$ cat src/rtl/jk_cmd_arbiter.sv
// jk_cmd_arbiter: round-robin arbiter between two command requesters
// that drive the J/K inputs of a WIDTH-cell JK bank.
// Ports:
//   clk, reset              rising-edge clock, async active-high reset
//   reqN_valid/op/mask      command from requester N (op: hold/clear/set/toggle)
//   reqN_ready              command from requester N accepted this cycle
//   j_out, k_out            J/K drive, non-zero only in EXEC
//   q, qn                   bank state and its inverse (one cycle behind)
//   busy, done              FSM not idle / one-cycle completion pulse
//   grant_id, cmd_count     requester in flight / completed-command count
module jk_cmd_arbiter #(
  parameter int WIDTH = 8
) (
  input  logic             clk,
  input  logic             reset,
  input  logic             req0_valid,
  input  logic [1:0]       req0_op,
  input  logic [WIDTH-1:0] req0_mask,
  output logic             req0_ready,
  input  logic             req1_valid,
  input  logic [1:0]       req1_op,
  input  logic [WIDTH-1:0] req1_mask,
  output logic             req1_ready,
  output logic [WIDTH-1:0] j_out,
  output logic [WIDTH-1:0] k_out,
  output logic [WIDTH-1:0] q,
  output logic [WIDTH-1:0] qn,
  output logic             busy,
  output logic             done,
  output logic             grant_id,
  output logic [7:0]       cmd_count
);

  typedef enum logic [1:0] {
    IDLE,
    EXEC,
    SETTLE
  } state_t;

  state_t           state_q;
  logic [WIDTH-1:0] j_q;
  logic [WIDTH-1:0] k_q;
  logic [WIDTH-1:0] q_q;
  logic [WIDTH-1:0] qn_q;
  logic [WIDTH-1:0] q_d;
  logic             last_q;
  logic             gid_q;
  logic             busy_q;
  logic             done_q;
  logic [7:0]       cnt_q;

  logic             any_v;
  logic             win;
  logic             acc;
  logic [1:0]       op_sel;
  logic [WIDTH-1:0] mask_sel;

  // Contest goes to the requester not granted last; a lone
  // valid always wins. Ready is held off while reset is high.
  always_comb begin
    any_v    = req0_valid | req1_valid;
    win      = (req0_valid & req1_valid) ? ~last_q : ~req0_valid;
    acc      = (state_q == IDLE) & any_v & ~reset;
    op_sel   = win ? req1_op : req0_op;
    mask_sel = win ? req1_mask : req0_mask;
  end

  // Per-cell JK next state from the latched drive.
  always_comb begin
    q_d = (~j_q & ~k_q & q_q)
        | ( j_q & ~k_q)
        | ( j_q &  k_q & ~q_q);
  end

  always_ff @(posedge clk or posedge reset) begin
    if (reset) begin
      state_q <= IDLE;
      j_q     <= '0;
      k_q     <= '0;
      q_q     <= '0;
      qn_q    <= '1;
      last_q  <= 1'b1;
      gid_q   <= 1'b0;
      busy_q  <= 1'b0;
      done_q  <= 1'b0;
      cnt_q   <= '0;
    end else begin
      done_q <= 1'b0;
      qn_q   <= ~q_q;
      unique case (state_q)
        IDLE: begin
          if (acc) begin
            state_q <= EXEC;
            busy_q  <= 1'b1;
            // op[1] drives J (set/toggle), op[0] drives K (clear/toggle)
            j_q     <= mask_sel & {WIDTH{op_sel[1]}};
            k_q     <= mask_sel & {WIDTH{op_sel[0]}};
            gid_q   <= win;
            last_q  <= win;
          end
        end
        EXEC: begin
          state_q <= SETTLE;
          q_q     <= q_d;
          // qn must already match the new q during SETTLE
          qn_q    <= ~q_d;
          j_q     <= '0;
          k_q     <= '0;
          done_q  <= 1'b1;
          cnt_q   <= cnt_q + 8'd1;
        end
        SETTLE: begin
          state_q <= IDLE;
          busy_q  <= 1'b0;
        end
        default: begin
          state_q <= IDLE;
          busy_q  <= 1'b0;
        end
      endcase
    end
  end

  assign req0_ready = acc & ~win;
  assign req1_ready = acc & win;
  assign j_out      = j_q;
  assign k_out      = k_q;
  assign q          = q_q;
  assign qn         = qn_q;
  assign busy       = busy_q;
  assign done       = done_q;
  assign grant_id   = gid_q;
  assign cmd_count  = cnt_q;

endmodule

$ cat config.mk
export PLATFORM = sky130hd
export DESIGN_NAME = jk_cmd_arbiter
export DESIGN_NICKNAME = d
export VERILOG_FILES = /design/src/rtl/jk_cmd_arbiter.sv
export SDC_FILE = /design/constraint.sdc
export NUM_CORES = 1
export LEC_CHECK = 0
export CORE_UTILIZATION = 48
export CTS_CLUSTER_DIAMETER = 100
export DETAILED_ROUTE_END_ITERATION = 16
export GPL_ROUTABILITY_DRIVEN = 0
export PLACE_DENSITY_LB_ADDON = 0.3
export SLEW_MARGIN = 20
export SYNTH_ARGS = -nofsm -noshare
export SYNTH_HDL_FRONTEND = slang
export SYNTH_SLANG_ARGS = --single-unit
$ cat constraint.sdc
create_clock -name clk -period 3 [get_ports clk]
set_input_delay 0.75 -clock clk [delete_from_list [all_inputs] [get_ports clk]]
set_output_delay 0.75 -clock clk [all_outputs]
set_load 0.02 [all_outputs]
==> results.py <==
metrics = {
    "run_status": {
        "status": "completed",
    },
    "clock_network": {
        "clockBufferDepth": 2,
        "clock-root-buffer": "clkbuf_8",
        "clk_pin_slew_ps": 80,
        "h-tree-depth": 2,
        "cts.sinks": 46,
        "cts_tree": "built",
        "clock_latency_ps": 300,
        "cts_setup_buffers": 0,
        "cts_made_buffers": 5,
    },
    "cells_and_area": {
        "mostFrequentLayoutCell": "clkdlybuf4s50_1",
        "final_cell_mix": "clkdlybuf4s50_1 (66), dfrtp_1 (37), nand2_1 (36)",
        "area_growth_pct": 41.14,
        "antennaDiodeCount": 0,
        "regArea_um2": 1162,
        "nets": 292,
        "final_layout_size_suffix_gt1_share_pct": 14.93,
        "multi_input_area_um2": 750.7,
        "filler_cell_count": 321,
    },
    "logic_synthesis": {
        "yosysSeqAreaShare_pct": 57.13,
        "synth_cell_types": 26,
        "ys_seq_elements": 46,
        "synth_area_um2": 2034,
        "syn_nets": 224,
        "netlist_instances": 199,
        "yosysWarnings": 0,
        "avgSynthCellArea_um2": 10.22,
    },
    "worst_hold_path": {
        "min_path_type": "register to register",
        "hold_depth": 1,
    },
    "critical_path": {
        "rr_worst_depth": 6,
        "worst_setup_path_start_kind": "primary input",
        "path_class": "primary input to output pin",
        "cp-end-kind": "output pin",
        "cp.required_ps": 2250,
        "critical_path.max_fanout": 4,
        "crit_arrival_ps": 1980,
    },
    "power_and_ir_drop": {
        "power_density_nw_per_um2": 826.4,
        "leakagePower_uw": 0.001275,
        "peakVddDrop_v": 0.0004786,
    },
    "sta": {
        "grt_setup_unrepaired": "no",
        "drv_slew": 0,
        "tns_ps": 0,
        "hold-worst-slack_ps": 471.5,
        "slew_headroom_pct": 54.69,
        "tightest_slew_ps": 678.8,
        "fmax_mhz": 366.8,
        "setup_viol": 0,
        "finalCritPeriodShare_pct": 90.87,
        "fin_crit_ps": 2726,
        "clock_skew_ps": 5.486,
        "hold_viol": 0,
    },
    "routing": {
        "drc_errors": 0,
        "wirelength_um": 4555,
        "routed_via_density": 5.248,
        "first_pass_iters": 4,
        "wl_per_cell_um": 14.32,
        "drtAntennaViolNets": 0,
        "drt-initial-drc-count": 132,
        "vias": 1669,
    },
    "grt": {
        "grt_use_total_pct": 21.60,
        "overflow": 0,
        "grt_max_degree": 47,
        "first_global_vias": 1559,
        "antenna_found_initial": 0,
        "grt_pass1_wl_um": 7072,
    },
    "floorplan": {
        "pin_count": 69,
        "dieHeight_um": 67.11,
        "start_util_pct": 50.50,
        "coreArea_um2": 4029,
        "die_w_um": 67.11,
        "dieArea_um2": 4503,
        "row_count": 23,
    },
    "placed_design": {
        "numPortBuffers": 68,
        "dp_hpwl_um": 3077,
    },
    "flow_run": {
        "drv_cap": 0,
    },
}
[what timing repair did]
item	CTS	global route
setup endpoints to repair	1	1
gates cloned	0	0
resized for setup	1	1
hold buffers	0	0
[sequential cells by signal, summed over array words and instances (netlist names)]
register and count:
cmd_count 8, j_out 8, k_out 8, q 8
qn 8, state_q 2, busy 1, done 1
grant_id 1, last_q 1
[critical path, stage by stage]
cell	delay [ps]
clkdlybuf4s50_1	430
nor3_1	200
o21ai_2	120
nor2_1	130
dlygate4sd2_1	350
[Yosys cell counts]
| cell | instances | area share [%] |
|---|---|---|
| o21ai_1 | 9 | 2.2 |
| nor3_1 | 1 | 0.25 |
| clkbuf_1 | 5 | 0.92 |
| a31o_2 | 5 | 2.2 |
| a21oi_1 | 10 | 2.5 |
| ha_1 | 1 | 0.61 |
| mux2_1 | 8 | 4.4 |
| buf_2 | 7 | 1.7 |
| and3_1 | 1 | 0.31 |
| dfrtp_1 | 37 | 46 |
| o21ai_0 | 9 | 2.2 |
| inv_1 | 15 | 2.8 |
| o21ai_4 | 1 | 0.80 |
| mux2_2 | 8 | 4.4 |
| xnor2_1 | 6 | 2.6 |
| nand3_1 | 19 | 4.7 |
| nor2b_1 | 1 | 0.31 |
| xor2_1 | 1 | 0.43 |
| nand4_1 | 2 | 0.61 |
| nor2_1 | 2 | 0.37 |
| dfstp_2 | 9 | 12 |
| nand2b_1 | 1 | 0.31 |
| buf_6 | 1 | 0.55 |
| a31oi_1 | 3 | 0.92 |
| inv_2 | 1 | 0.18 |
| nand2_1 | 36 | 6.6 |
[through the flow]
step                      std cells  power [uW]  instance area (um2)  utilization (%)  worst slack [ps]
final                           318        2373                 2872            71.27             274.0
after detailed placement        310        1942                 2761            68.54            -11.81
after floorplan                 199        1478                 2034                -             697.4
after global routing            318        2499                 2872            71.27             181.2
after global placement          310        1919                 2761            68.54            -10.27
after CTS                       318        2393                 2869            71.21             10.16
[power breakdown]
group | switching (uW) | internal (uW) | leakage (uW) | total, uW
clock network | 201 | 245 | 0.0000579 | 446
registers | 132 | 848 | 0.000566 | 981
logic | 478 | 468 | 0.000651 | 946
total | 811 | 1560 | 0.00128 | 2370
[final timing paths]
| kind | from | endpoint | slack, ps |
|---|---|---|---|
| hold / removal | cmd_count[7] | cmd_count[7] | 470 |
| max in group asynchronous | reset | qn[4] | 1670 |
| min in group asynchronous | reset | busy | 940 |
| hold reg to reg | cmd_count[7] | cmd_count[7] | 470 |
| setup reg to reg | state_q[1] | qn[1] | 1190 |
| setup / recovery | reset | req0_ready | 270 |
[routing by layer]
layer	track usage, %	up-vias	routed length, um
met5	0	-	0
met4	10.37	0	97
met3	6.164	10	227
met2	36.00	49	2333
met1	25.41	814	1896
li1	-	796	-
[logic make-up after synthesis]
group                    after synthesis  synth area share (%)
XOR/XNOR                               7                 3.014
buffers and inverters                 29                 6.150
adder cells (fa/ha/maj)                1                0.6149
multiplexers                          16                 8.856
AND/OR/NAND/NOR                       63                 13.47
AO/OA/AOI/OAI                         37                 10.76
flip-flops                            46                 57.13
[area by class of cell]
class                           instances  share of cell area, %
Tap cell                               50                  2.179
Timing Repair Buffer                   74                  25.32
Sequential cell                        46                  40.48
Multi-Input combinational cell        124                  26.14
Clock inverter                          3                  1.394
Inverter                               16                  2.092
Clock buffer                            5                  2.397
(Power assumes the default switching activity.)
